===== src/rtl/i2c_slave_regs_pkg.sv =====
// Shared types and constants for the I2C register slave.
// Also carries the sensor address used by the master side.
package i2c_slave_regs_pkg;

  localparam int CNT_W = 4;

  localparam logic [6:0] SENSOR_ADDR = 7'b1101000;

  typedef enum logic [3:0] {
    IDLE,
    ADDR,
    ACK_A,
    PTR,
    ACK_P,
    WR,
    ACK_W,
    RD,
    MACK,
    IGNORE
  } state_t;

endpackage


===== src/rtl/i2c_line_sync.sv =====
// Synchronises SCL/SDA and detects edges, START and STOP.
// All outputs are derived from synchronised samples only.
module i2c_line_sync
  import i2c_slave_regs_pkg::*;
#(
  parameter int SYNC_STAGES = 2
) (
  input  logic clk,
  input  logic rst,
  input  logic scl,
  input  logic sda,
  output logic scl_rise,
  output logic scl_fall,
  output logic start,
  output logic stop,
  output logic sda_s
);

  logic [SYNC_STAGES-1:0] scl_q;
  logic [SYNC_STAGES-1:0] sda_q;
  logic                   scl_p;
  logic                   sda_p;
  logic                   scl_s;

  assign scl_s = scl_q[SYNC_STAGES-1];
  assign sda_s = sda_q[SYNC_STAGES-1];

  // Shift the lines in; idle bus is high, so reset to 1.
  always_ff @(posedge clk) begin
    if (rst) begin
      scl_q <= '1;
      sda_q <= '1;
      scl_p <= 1'b1;
      sda_p <= 1'b1;
    end else begin
      scl_q <= {scl_q[SYNC_STAGES-2:0], scl};
      sda_q <= {sda_q[SYNC_STAGES-2:0], sda};
      scl_p <= scl_s;
      sda_p <= sda_s;
    end
  end

  assign scl_rise = scl_s & ~scl_p;
  assign scl_fall = ~scl_s & scl_p;
  assign start    = scl_s & scl_p & sda_p & ~sda_s;
  assign stop     = scl_s & scl_p & ~sda_p & sda_s;

endmodule


===== src/rtl/i2c_slave_regs.sv =====
// I2C slave mapping writes/reads onto a byte register port.
// Pointer auto-increments; reads prefetch one byte ahead.
module i2c_slave_regs
  import i2c_slave_regs_pkg::*;
#(
  parameter logic [6:0] DEVICE_ADDR = SENSOR_ADDR,
  parameter int         SYNC_STAGES = 2
) (
  input  logic       CLK,
  input  logic       RST,
  input  logic       SCL,
  input  logic       SDA_IN,
  output logic       SDA_OUT,
  output logic       SDA_DIR,
  output logic [7:0] REG_ADDR,
  output logic       WRITE_EN,
  output logic [7:0] WRITE_DATA,
  output logic       READ_EN,
  input  logic [7:0] READ_DATA,
  output logic       BUSY,
  output logic       NACK_SEEN
);

  localparam logic [CNT_W-1:0] LAST = CNT_W'(7);
  localparam logic [CNT_W-1:0] FULL = CNT_W'(8);

  logic scl_rise;
  logic scl_fall;
  logic start;
  logic stop;
  logic sda_s;

  i2c_line_sync #(
    .SYNC_STAGES(SYNC_STAGES)
  ) u_sync (
    .clk     (CLK),
    .rst     (RST),
    .scl     (SCL),
    .sda     (SDA_IN),
    .scl_rise(scl_rise),
    .scl_fall(scl_fall),
    .start   (start),
    .stop    (stop),
    .sda_s   (sda_s)
  );

  state_t           state, state_n;
  logic [CNT_W-1:0] cnt, cnt_n;
  logic [7:0]       shift, shift_n;
  logic [7:0]       byte_in;
  logic             rw, rw_n;
  logic             ack_on, ack_on_n;
  logic             mack_ok, mack_ok_n;
  logic             rd_pend, rd_pend_n;
  logic             sda_dir, sda_dir_n;
  logic [7:0]       reg_addr, reg_addr_n;
  logic             write_en, write_en_n;
  logic [7:0]       write_data, write_data_n;
  logic             read_en, read_en_n;
  logic             busy, busy_n;
  logic             nack, nack_n;

  // State and datapath registers.
  always_ff @(posedge CLK) begin
    if (RST) begin
      state      <= IDLE;
      cnt        <= '0;
      shift      <= '0;
      rw         <= 1'b0;
      ack_on     <= 1'b0;
      mack_ok    <= 1'b0;
      rd_pend    <= 1'b0;
      sda_dir    <= 1'b0;
      reg_addr   <= '0;
      write_en   <= 1'b0;
      write_data <= '0;
      read_en    <= 1'b0;
      busy       <= 1'b0;
      nack       <= 1'b0;
    end else begin
      state      <= state_n;
      cnt        <= cnt_n;
      shift      <= shift_n;
      rw         <= rw_n;
      ack_on     <= ack_on_n;
      mack_ok    <= mack_ok_n;
      rd_pend    <= rd_pend_n;
      sda_dir    <= sda_dir_n;
      reg_addr   <= reg_addr_n;
      write_en   <= write_en_n;
      write_data <= write_data_n;
      read_en    <= read_en_n;
      busy       <= busy_n;
      nack       <= nack_n;
    end
  end

  // Next-state, shifter, pointer and strobes.
  always_comb begin
    state_n      = state;
    cnt_n        = cnt;
    shift_n      = shift;
    rw_n         = rw;
    ack_on_n     = ack_on;
    mack_ok_n    = mack_ok;
    rd_pend_n    = read_en;
    sda_dir_n    = sda_dir;
    reg_addr_n   = reg_addr;
    write_en_n   = 1'b0;
    write_data_n = write_data;
    read_en_n    = 1'b0;
    busy_n       = busy;
    nack_n       = 1'b0;
    byte_in      = {shift[6:0], sda_s};

    // READ_DATA is valid the cycle after READ_EN.
    if (rd_pend) shift_n = READ_DATA;

    if (start) begin
      state_n   = ADDR;
      cnt_n     = '0;
      sda_dir_n = 1'b0;
      busy_n    = 1'b0;
      ack_on_n  = 1'b0;
      mack_ok_n = 1'b0;
    end else if (stop) begin
      state_n   = IDLE;
      sda_dir_n = 1'b0;
      busy_n    = 1'b0;
      ack_on_n  = 1'b0;
      mack_ok_n = 1'b0;
    end else begin
      unique case (state)
        ADDR, PTR, WR: begin
          if (scl_rise) begin
            shift_n = byte_in;
            cnt_n   = cnt + 1'b1;
            if (cnt == LAST) begin
              cnt_n    = '0;
              ack_on_n = 1'b0;
              if (state == ADDR) begin
                if (byte_in[7:1] == DEVICE_ADDR) begin
                  state_n = ACK_A;
                  rw_n    = byte_in[0];
                  busy_n  = 1'b1;
                end else begin
                  state_n = IGNORE;
                end
              end else if (state == PTR) begin
                reg_addr_n = byte_in;
                state_n    = ACK_P;
              end else begin
                write_data_n = byte_in;
                write_en_n   = 1'b1;
                state_n      = ACK_W;
              end
            end
          end
        end
        ACK_A, ACK_P, ACK_W: begin
          if (scl_fall) begin
            if (!ack_on) begin
              ack_on_n  = 1'b1;
              sda_dir_n = 1'b1;
              if (state == ACK_A && rw) read_en_n = 1'b1;
            end else begin
              ack_on_n  = 1'b0;
              cnt_n     = '0;
              sda_dir_n = 1'b0;
              if (state == ACK_A && rw) begin
                state_n   = RD;
                sda_dir_n = ~shift[7];
              end else if (state == ACK_A) begin
                state_n = PTR;
              end else if (state == ACK_P) begin
                state_n = WR;
              end else begin
                state_n    = WR;
                reg_addr_n = reg_addr + 1'b1;
              end
            end
          end
        end
        RD: begin
          if (scl_rise) begin
            cnt_n = cnt + 1'b1;
          end else if (scl_fall) begin
            if (cnt == FULL) begin
              sda_dir_n = 1'b0;
              state_n   = MACK;
              cnt_n     = '0;
              mack_ok_n = 1'b0;
            end else begin
              shift_n   = {shift[6:0], 1'b0};
              sda_dir_n = ~shift[6];
            end
          end
        end
        MACK: begin
          if (scl_rise) begin
            reg_addr_n = reg_addr + 1'b1;
            if (!sda_s) begin
              read_en_n = 1'b1;
              mack_ok_n = 1'b1;
            end else begin
              nack_n  = 1'b1;
              busy_n  = 1'b0;
              state_n = IGNORE;
            end
          end else if (scl_fall && mack_ok) begin
            state_n   = RD;
            sda_dir_n = ~shift[7];
            mack_ok_n = 1'b0;
            cnt_n     = '0;
          end
        end
        default: ;
      endcase
    end
  end

  assign SDA_OUT    = 1'b0;
  assign SDA_DIR    = sda_dir & ~RST;
  assign REG_ADDR   = reg_addr;
  assign WRITE_EN   = write_en;
  assign WRITE_DATA = write_data;
  assign READ_EN    = read_en;
  assign BUSY       = busy;
  assign NACK_SEEN  = nack;

endmodule


===== config.mk =====
export PLATFORM = sky130hd
export DESIGN_NAME = i2c_slave_regs
export DESIGN_NICKNAME = d
export VERILOG_FILES = /design/src/rtl/i2c_slave_regs_pkg.sv /design/src/rtl/i2c_line_sync.sv /design/src/rtl/i2c_slave_regs.sv
export SDC_FILE = /design/constraint.sdc
export NUM_CORES = 1
export LEC_CHECK = 0
export ABC_AREA = 1
export BUFFER_PORTS_ARGS = -buffer_cell sky130_fd_sc_hd__buf_2
export CORE_MARGIN = 2
export CORE_UTILIZATION = 50
export DETAILED_ROUTE_END_ITERATION = 12
export PLACE_DENSITY = 0.71
export SYNTH_ARGS = -nofsm -noshare
export SYNTH_HDL_FRONTEND = slang
export SYNTH_SLANG_ARGS = --single-unit

===== constraint.sdc =====
create_clock -name CLK -period 2.9 [get_ports CLK]
set_input_delay 0.58 -clock CLK [delete_from_list [all_inputs] [get_ports CLK]]
set_output_delay 0.58 -clock CLK [all_outputs]
set_load 0.05 [all_outputs]

### Yosys cells after proc, flatten, opt, wreduce, memory -nomap -nowiden

Index checks and enable logic that the tools add are counted.

* input port bits: 12
* register bits: 47
* word-level logic and storage cells: 195

* reduce and logical (&&, ||, !) cells: 25
* eq/ne operators: 43
* add/subtract/negate cells: 2
* multiplexer cells: 83
* bitwise gates (word level): 23

Operator list (number)
* 8-bit 2-to-1 mux: 17
* 4-bit 2-to-1 mux: 21
* 2-bit inequality test (second input constant): 17
* 1-bit 2-to-1 mux: 33
* 4-bit one-hot mux with 4 select lines: 2
* 4-bit inequality test (second input constant): 7
* 8-bit one-hot mux with 3 select lines: 1
* 7-bit AND reduction: 3
* 4-bit by 3-bit == test with 1-bit output (second input constant): 5
* 10-bit AND reduction: 2
* 8-bit one-hot mux with 2 select lines: 1
* 1-bit NOT: 15
* 13-bit AND reduction: 1
* 3-bit inequality test (second input constant): 4
* 6-bit AND reduction: 2
* 9-bit AND reduction: 1
* 3-bit OR reduction: 3
* 8-bit by 1-bit adder with 8-bit output (second input constant): 1
* 1-bit AND: 8
* 4-bit by 2-bit == test with 1-bit output (second input constant): 2
* 4-bit == test (second input constant): 2
* 1-bit one-hot mux with 2 select lines: 4
* 7-bit == test (second input constant): 1
* 7-bit OR reduction: 1
* other kinds (17): 22

### Depth between registers and ports, before layout

Gate-level depths: netlist of run 1.

* depth after elaboration: 8
* depth in mapped cells: 12

### By module

A second synthesis of run 1 with hierarchy kept.

* cells, all modules: 414
* area total of the unflattened synthesis: 2658.8 sq um

By module, submodules not included
* i2c_slave_regs: seq. area each 820.8 sq um, cells each 390, instances 1, area each 2461.1 sq um
* i2c_line_sync: seq. area each 120.1 sq um, cells each 24, instances 1, area each 197.7 sq um

### Worst setup path before layout of run 1

No wires, ideal clock.

* kind: input-to-output
* start: in RST
* end: out SDA_DIR
* stages: 2
* path slack: 0.873 ns
* arrival time: 1.447 ns
* cell sequence: clkbuf_1 nor2_1

* longest elaborated chain between the ends: 2

RTL lines
* from (decl): line i2c_slave_regs.sv:10 `input logic RST,`
* 1-bit NOT: line i2c_slave_regs.sv:223 `assign SDA_DIR = sda_dir & ~RST;`
* 1-bit AND: line i2c_slave_regs.sv:223
* to (decl): line i2c_slave_regs.sv:14 `output logic SDA_DIR,`

No other way between the ends.

### Final worst setup path of run 1

* start: reg state[1]
* end: reg reg_addr[4], in the netlist REG_ADDR[4]

* longest elaborated chain between the ends: 4

RTL lines
* from (decl): line i2c_slave_regs.sv:47 `state_t state, state_n;`
* from (signal assigned): line i2c_slave_regs.sv:81 `state <= state_n;`
* 4-bit by 2-bit == test with 1-bit output (tied with other cells): line i2c_slave_regs.sv:133, i2c_slave_regs.sv:170, i2c_slave_regs.sv:173
* 3-bit OR reduction / 1-bit logical AND (equally long branches): line i2c_slave_regs.sv:133, i2c_slave_regs.sv:170
* 2-bit inequality test (no line) / 3-bit nonzero test (equally long branches)
* 13-bit AND reduction (no line)
* to (signal assigned): line i2c_slave_regs.sv:89 `reg_addr <= reg_addr_n;`
* to (decl): line i2c_slave_regs.sv:56 `logic [7:0] reg_addr, reg_addr_n;`

Several ways; a longest one is shown, not always the timed one.
A chain may end at the register's enable or synchronous reset.

==> results.sh, run 1 <==
export IMPL_initial_core_util_pct=52.8
export IMPL_synth_seq_cells=47
export IMPL_antennaDiodeCount=0
export IMPL_power_switching_mw=0.931
export IMPL_portBuffers=32
export IMPL_max_cap_violations=0
export IMPL_grt_pass1_wl_um=11200
export IMPL_p_int_mw=1.14
export IMPL_power_density_nw_per_um2=683
export IMPL_drt_first_iter_violations=138
export IMPL_multi_input_area_sq_um=1580
export IMPL_netlist_area_sq_um=2750
export IMPL_antenna_found_initial=0
export IMPL_nets=443
export IMPL_routabilityCongestion=1.03
export IMPL_hp_class="reg2reg"
export IMPL_post_cts_setup_buffers=0
export IMPL_ys_seq_area_share_pct=34.2
export IMPL_cts_max_path_buffers=2
export IMPL_wirelength_um=6590
export IMPL_io_pins=34
export IMPL_synth_main_ff_cell="dfxtp_1"
export IMPL_die_area_sq_um=6100
export IMPL_path_common_cell="nor2_1"
export IMPL_htreeDepth=2
export IMPL_layout_setup_ws_ns=0.919
export IMPL_slew_headroom_pct=56.2
export IMPL_pwr_share_comb_pct=43.5
export IMPL_run_status="complete, no violations"
export IMPL_synthTopCellsByArea="dfxtp_1 34%, nand2_1 13%, nor2_1 7.8%"
export IMPL_routed_via_density=5.24
export IMPL_worst_pin_slew_ns=0.655
export IMPL_ys_types=44
export IMPL_arrival_ns=2.23
export IMPL_grtUsageTotal_pct=23.3
export IMPL_path_cells="nor2_1 > nand2_2 > nand2_2 > nor2_1 > o21ai_0 > nand3_1 > nand2_1 > nor2_1"
export IMPL_cts_resized_gates=0
export IMPL_core_area_sq_um=5200
export IMPL_sw_frac_of_total_pct=45.1
export IMPL_finalCriticalPeriod_ns=1.98
export IMPL_ir_drop_mv=0.335
export IMPL_most_common_layout_cells="93 x nand2_1, 57 x nor2_1, 47 x dfxtp_1"
export IMPL_skew_ns=0.00953
export IMPL_fin_cells=496
export IMPL_die_width_um=78.1
export IMPL_clkPwrFrac_pct=20.0
export IMPL_synth_edf_count=0
export IMPL_synth_fp_nets=413
export IMPL_seqPwrFrac_pct=36.5
export IMPL_cts_reportedPaths_clkPinSlew_ns=0.09
export IMPL_crit_type="reg2reg"
export IMPL_slowest_delay_ns=0.53
export IMPL_cp_max_fo=12
export IMPL_crit_required_ns=3.15
export IMPL_seqCellArea_sq_um=941
export IMPL_synth_area_leader_cell="dfxtp_1"
export IMPL_ys_async_sr_fraction_pct=0
export IMPL_cts_buffers=5
export IMPL_detail_route_wl_per_cell_um=13.3
export IMPL_gr_total_overflow=0
export IMPL_fin_crit_sh_pct=68.3
export IMPL_cts_tree="yes"
export IMPL_critPathLaunchType="flip-flop"
export IMPL_worstSkewPairLatency_ns=0.31
export IMPL_dr_pass1_iters=5
export IMPL_grt_max_degree=24
export IMPL_dp_cells=488
export IMPL_rows=26
export IMPL_p_leak_nw=1.40
export IMPL_slew_viol_final=0
export IMPL_grt_setup_unrepaired="false"
export IMPL_cts_hold_buffers=0
export IMPL_die_h_um=78.1
export IMPL_ant_nets=0
export IMPL_n_fill_cell=529
export IMPL_drive_gt1_share_pct=19.7
export IMPL_place_hpwl_um=5100
export IMPL_via_count=2597
export IMPL_finalPower_mw=2.07
export IMPL_syn_inst=395
export IMPL_setup_viol=0
export IMPL_netlist_area_leader_share_pct=34.2
export IMPL_grt_pass1_vias=2454
export IMPL_hold_violations=0
export IMPL_cp_slowest_cell="nor2_1"
export IMPL_area_delta_synth_final_pct=10.2
export IMPL_fmax_ghz=0.505
export IMPL_cts_root_buf="clkbuf_8"
export IMPL_layout_commonest_cell="nand2_1"
export IMPL_route_detailed_drc=0
export IMPL_crit_path_end_kind="flip-flop"
export IMPL_clock_sinks=47
export IMPL_syn_area_per_cell_sq_um=6.96
export IMPL_setup_tns_ns=0
export IMPL_pre_cts_slack_ns=0.966
export IMPL_yosys_warnings=0
stage by stage:
step / hold WS, ns / area [sq um] / util (%)
floorplan: 0.389 / 2750 / -
global placement: 0.398 / 2940 / 56.4
detailed placement: 0.393 / 2940 / 56.4
CTS: 0.416 / 3030 / 58.1
global route: 0.439 / 3030 / 58.1
finish: 0.417 / 3030 / 58.1
power by group through the flow:
stage | Sequential, mW | Clock [mW] | Combinational (mW)
CTS | 0.753 | 0.421 | 0.891
floorplan | 0.812 | 0 | 0.687
finish | 0.754 | 0.413 | 0.899
global route | 0.761 | 0.450 | 1.01
global placement | 0.768 | 0 | 0.882
detailed placement | 0.768 | 0 | 0.887
state kept, by name, indices dropped and copies added (netlist names), 2 cells and up:
register,flops
REG_ADDR,8
WRITE_DATA,8
cnt,4
shift,8
state,4
u_sync.scl_q,2
u_sync.sda_q,2
per-layer routing:
metal | routed length (um) | vias up | global-route usage [%]
met3 | 327 | 17 | 4.02
met5 | 0 | - | 0
met1 | 2950 | 1160 | 29.0
li1 | - | 1348 | -
met4 | 191 | 0 | 8.95
met2 | 3130 | 72 | 40.0
final cells by class:
type	count	share of cell area (%)
Multi-Input combinational cell	295	52.3
Sequential cell	47	31.1
Inverter	44	5.54
Timing Repair Buffer	32	5.29
Tap cell	70	2.89
Clock buffer	6	2.40
Clock inverter	2	0.537
path summary, 6_finish.rpt:
kind	start	end	slack (ns)	cells after the start
min	u_sync.sda_q[0]	u_sync.sda_q[1]	0.42	1
max	state[1]	REG_ADDR[4]	0.92	8
max reg2reg	state[1]	REG_ADDR[4]	0.92	8
min reg2reg	u_sync.sda_q[0]	u_sync.sda_q[1]	0.42	1
critical path, delay by kind of cell, from the launching register on:
family	cells	cell delay, ns
and+or+nand+nor	7	1.18
AOI/OAI and AO/OA	1	0.23
DFF	1	0.52
kinds of logic after synthesis:
kind of cell / Yosys count / synth area share (%)
muxes: 1 / 0.364
xor gates and xnor gates: 7 / 2.23
adders and majority gates: 6 / 2.73
buffers and inverters: 53 / 8.20
other: 1 / 0.136
AOI/OAI and AO/OA: 63 / 14.1
DFF: 47 / 34.2
and+or+nand+nor: 217 / 38.0
cell usage after synthesis, drive strengths merged, types with 2 or more instances:
cell type and count:
buf 5, nand3b 3, or2 4, inv 42, nand4 9, ha 6
clkinv 2, dfxtp 47, o22ai 3, nand3 24, a21oi 21, xor2 6
nand2 105, o21ai 23, nor2 69, a211oi 7, o211ai 4, clkbuf 4
Note: power is estimated with default switching activity, not from simulation.
==> run 2: changes to the inputs <==
- PLACE_DENSITY: 0.71 -> 0.74
- clock period: 2.9 -> 1.78 ns (I/O delays scaled with it)
==> results.sh, run 2 (same netlist as run 1, synthesis figures left out) <==
export IMPL_run_status="complete, no violations"
export IMPL_hp_class="in2reg"
export IMPL_whs_ns=0.228
export IMPL_power_density_nw_per_um2=1100
export IMPL_crit_family="simple AND/OR/NAND/NOR gates"
export IMPL_min_delay_start="SDA_IN"
export IMPL_die_width_um=78.1
export IMPL_wirelength_um=6770
export IMPL_die_h_um=78.1
export IMPL_finalPower_mw=3.48
export IMPL_crit_required_ns=1.97
export IMPL_cp_max_fo=4
export IMPL_grt_max_degree=17
export IMPL_path_depth=11
export IMPL_nets=456
export IMPL_ir_drop_mv=0.717
export IMPL_portBuffers=32
export IMPL_drt_first_iter_violations=144
export IMPL_route_detailed_drc=0
export IMPL_dp_cells=497
export IMPL_cts_buffers=5
export IMPL_max_cap_violations=0
export IMPL_clock_sinks=47
export IMPL_initial_core_util_pct=52.8
export IMPL_grtUsageTotal_pct=22.7
export IMPL_antenna_found_initial=0
export IMPL_most_common_layout_cells="91 x nand2_1, 55 x nor2_1, 40 x dfxtp_1"
export IMPL_layout_commonest_cell="nand2_1"
export IMPL_grt_pass1_vias=2439
export IMPL_cp_slowest_cell="dfxtp_2"
export IMPL_cts_max_path_buffers=2
export IMPL_worstSkewPairLatency_ns=0.30
export IMPL_drive_gt1_share_pct=25.7
export IMPL_dr_pass1_iters=5
export IMPL_path_cells="ha_1 > nand2_2 > nor2_4 > inv_1 > a21oi_1 > nand2_2 > nor2_4 > buf_4 > nand3b_1 > nand2_1 > nor2_1"
export IMPL_die_area_sq_um=6100
export IMPL_core_area_sq_um=5200
export IMPL_arrival_ns=1.92
export IMPL_area_delta_synth_final_pct=15.5
export IMPL_io_pins=34
export IMPL_routabilityCongestion=0.930
export IMPL_skew_ns=0.0127
export IMPL_grt_setup_unrepaired="true"
export IMPL_detail_route_wl_per_cell_um=13.3
export IMPL_crit_type="reg2reg"
export IMPL_gr_total_overflow=0
export IMPL_via_count=2686
export IMPL_grt_pass1_wl_um=11300
export IMPL_htreeDepth=2
export IMPL_finalCriticalPeriod_ns=1.72
export IMPL_seqPwrFrac_pct=35.4
export IMPL_cts_reportedPaths_clkPinSlew_ns=0.09
export IMPL_r2r_start="cnt[0]"
export IMPL_critPathLaunchType="flip-flop"
export IMPL_cts_hold_buffers=0
export IMPL_rows=26
export IMPL_place_hpwl_um=5170
export IMPL_antennaDiodeCount=0
export IMPL_p_leak_nw=1.47
export IMPL_holdPathStages=2
export IMPL_setup_viol=0
export IMPL_pwr_share_comb_pct=46.0
export IMPL_p_int_mw=1.95
export IMPL_routed_via_density=5.28
export IMPL_sw_frac_of_total_pct=44.1
export IMPL_slew_viol_final=0
export IMPL_ant_nets=0
export IMPL_crit_path_end_kind="flip-flop"
export IMPL_fin_crit_sh_pct=96.6
export IMPL_clkPwrFrac_pct=18.6
export IMPL_fmax_ghz=0.581
export IMPL_cts_root_buf="clkbuf_8"
export IMPL_cts_tree="yes"
export IMPL_ff2ff_setup_slack_ns=0.06
export IMPL_startpoint="cnt[0]"
export IMPL_cp_num_buf_inv=2
export IMPL_r2r_cells=11
export IMPL_power_switching_mw=1.54
export IMPL_hold_violations=0
export IMPL_slowest_delay_ns=0.36
export IMPL_r2r_end="REG_ADDR[0]"
export IMPL_fin_cells=509
export IMPL_hold_end="u_sync.sda_q[0]"
run 2: per-stage QoR:
stage | instance area, sq um | util [%] | setup TNS, ns | setup slack, ns
final | 3170 | 61.0 | 0 | 0.0597
after CTS | 3100 | 59.6 | 0 | 0.0350
after global routing | 3170 | 61.0 | -0.496 | -0.0641
after global placement | 3010 | 57.8 | -0.356 | -0.0903
after floorplan | 2750 | - | 0 | 0.0418
after detailed placement | 3010 | 57.8 | -0.637 | -0.124
run 2: worst max-delay path by stage:
stage	endpoint	slack, ns
final	REG_ADDR[0]	0.06
after global routing	sda_dir	-0.06
after CTS	REG_ADDR[5]	0.03
after detailed placement	cnt[3]	-0.12
after global placement	cnt[3]	-0.09
after floorplan	REG_ADDR[6]	0.04
run 2: what timing repair did:
item                                   in CTS  in global routing
gates cloned                                0                  1
endpoints found under the hold margin       0                  0
resized for setup                           4                 16
buffers inserted                            0                  3
pin swaps                                   0                  4
setup endpoints to repair                  15                 31
run 2: layer usage:
layer / routed length (um) / up-vias / track usage (%) / share of wire [%]
met5: 0 / - / 0 / 0
met4: 106 / 0 / 7.54 / 1.6
met3: 395 / 13 / 3.22 / 5.8
met2: 3260 / 87 / 38.9 / 48
met1: 3010 / 1220 / 29.5 / 44
li1: - / 1366 / - / -
run 2: worst register-to-register path, delay by kind of cell, from the launching register on:
family / cells / cell delay [ns]
and+or+nand+nor: 7 / 0.60
DFF: 1 / 0.36
buffers and inverters: 2 / 0.25
AOI/OAI and AO/OA: 1 / 0.21
adders and majority gates: 1 / 0.20
run 2: cell type report:
type                    count  area [sq um]
clock buffers               6          72.6
clock inverters             2          17.5
fillers                   518          2030
inverters                  44           170
multi-input cells         296          1630
flip-flops and latches     47           950
well taps                  70          87.6
repair buffers             44           250
run 2: power groups by stage:
stage | Sequential [mW] | Combinational, mW | Clock, mW
global route | 1.25 | 1.80 | 0.713
detailed placement | 1.25 | 1.48 | 0
finish | 1.23 | 1.60 | 0.648
global placement | 1.25 | 1.47 | 0
CTS | 1.22 | 1.49 | 0.671
floorplan | 1.32 | 1.12 | 0
==> run 3: changes to the inputs <==
- PLACE_DENSITY: 0.74 -> 0.73
==> results.sh, run 3 (same netlist as run 1, synthesis figures left out) <==
export IMPL_skew_ns=0.0117
export IMPL_setup_tns_ns=0
export IMPL_drt_first_iter_violations=163
export IMPL_whs_ns=0.232
export IMPL_clock_sinks=47
export IMPL_gr_total_overflow=0
export IMPL_final_area_sq_um=3160
export IMPL_hp_class="in2reg"
export IMPL_detail_route_wl_per_cell_um=12.8
export IMPL_pre_cts_slack_ns=-0.0131
export IMPL_cts_buffers=5
export IMPL_grtUsageTotal_pct=22.1
export IMPL_hold_end="u_sync.sda_q[0]"
export IMPL_antenna_found_initial=0
export IMPL_slew_viol_final=0
export IMPL_grt_max_degree=17
export IMPL_portBuffers=32
export IMPL_cts_root_buf="clkbuf_8"
export IMPL_crit_required_ns=1.97
export IMPL_run_status="complete, no violations"
export IMPL_layout_setup_ws_ns=0.0678
export IMPL_layout_commonest_cell="nand2_1"
export IMPL_cts_reportedPaths_clkPinSlew_ns=0.08
export IMPL_ant_nets=0
export IMPL_r2r_start="state[3]"
export IMPL_fmax_ghz=0.584
export IMPL_core_area_sq_um=5200
export IMPL_nets=452
export IMPL_holdPathStages=2
export IMPL_grt_pass1_vias=2370
export IMPL_die_h_um=78.1
export IMPL_critPathLaunchType="flip-flop"
export IMPL_via_count=2609
export IMPL_finalCriticalPeriod_ns=1.71
export IMPL_dr_pass1_iters=6
export IMPL_drive_gt1_share_pct=24.7
export IMPL_crit_type="reg2reg"
export IMPL_cts_tree="yes"
export IMPL_min_delay_start="SDA_IN"
export IMPL_route_detailed_drc=0
export IMPL_cts_hold_buffers=0
export IMPL_p_leak_nw=1.46
export IMPL_power_density_nw_per_um2=1130
export IMPL_initial_core_util_pct=52.8
export IMPL_die_width_um=78.1
export IMPL_area_delta_synth_final_pct=14.9
export IMPL_crit_path_end_kind="flip-flop"
export IMPL_cts_max_path_buffers=2
export IMPL_worstSkewPairLatency_ns=0.30
export IMPL_r2r_end="state[1]"
export IMPL_place_hpwl_um=5000
export IMPL_io_pins=34
export IMPL_ff2ff_setup_slack_ns=0.07
export IMPL_arrival_ns=1.91
export IMPL_htreeDepth=2
export IMPL_final_util_pct=60.7
export IMPL_cp_max_fo=8
export IMPL_fin_crit_sh_pct=96.2
export IMPL_routabilityCongestion=0.974
export IMPL_r2r_cells=10
export IMPL_wirelength_um=6470
export IMPL_dp_cells=496
export IMPL_grt_pass1_wl_um=10800
export IMPL_finalPower_mw=3.57
export IMPL_dpl_cell_area_sq_um=3000
export IMPL_most_common_layout_cells="91 x nand2_1, 55 x nor2_1, 41 x dfxtp_1"
export IMPL_fin_cells=504
export IMPL_ir_drop_mv=0.477
export IMPL_die_area_sq_um=6100
export IMPL_antennaDiodeCount=0
export IMPL_rows=26
export IMPL_setup_viol=0
export IMPL_grt_setup_unrepaired="true"
export IMPL_routed_via_density=5.18
export IMPL_hold_violations=0
export IMPL_max_cap_violations=0
==> run 3: how the worst max path moves through the flow <==
stage / from / slack, ns / endpoint / depth (start not counted)
6_report: state[3] / 0.07 / state[1] / 10
5_1_grt: state[3] / -0.05 / state[1] / 10
3_5_place_dp: u_sync.scl_q[1] / -0.01 / cnt[2] / 9
2_1_floorplan: REG_ADDR[1] / 0.04 / REG_ADDR[6] / 8
3_3_place_gp: u_sync.scl_q[1] / 0.02 / cnt[3] / 9
4_1_cts: u_sync.scl_p / 0.004 / state[1] / 11
==> run 3: per-layer routing <==
layer,vias to the layer above,GRT usage (%),wire [um]
met5,-,0,0
met4,0,9.65,177
met3,16,4.25,311
met2,64,35.9,3120
met1,1170,28.6,2860
li1,1359,-,-
==> run 3: layout make-up <==
cell class	count	area, sq um
fillers	513	2050
clock inverters	2	37.5
repair buffers	41	228
clock buffers	5	68.8
flip-flops and latches	47	948
multi-input cells	295	1620
inverters	44	170
well taps	70	87.6
==> run 3: critical path, stage by stage, from the launching register on <==
cell	delay, ns
dfxtp_1	0.38
inv_2	0.11
nand2_4	0.10
nor2_4	0.24
nor2_2	0.09
nand2_1	0.15
inv_1	0.11
o21ai_0	0.22
nand2_1	0.09
nand2_1	0.08
nor2_2	0.03
==> run 3: what timing repair did <==
action                                  CTS  global route
endpoints found under the hold margin     0             0
pin swaps                                 0             1
endpoints found under the setup margin    4            24
gates resized for setup                   1            17
setup buffers                             0             1
==> run 3: power by group <==
part / total [mW] / leakage, nW / switching, mW / internal, mW
registers: 1.23 / 0.384 / 0.0946 / 1.14
clock network: 0.758 / 0.0502 / 0.348 / 0.410
logic: 1.58 / 1.02 / 1.07 / 0.511
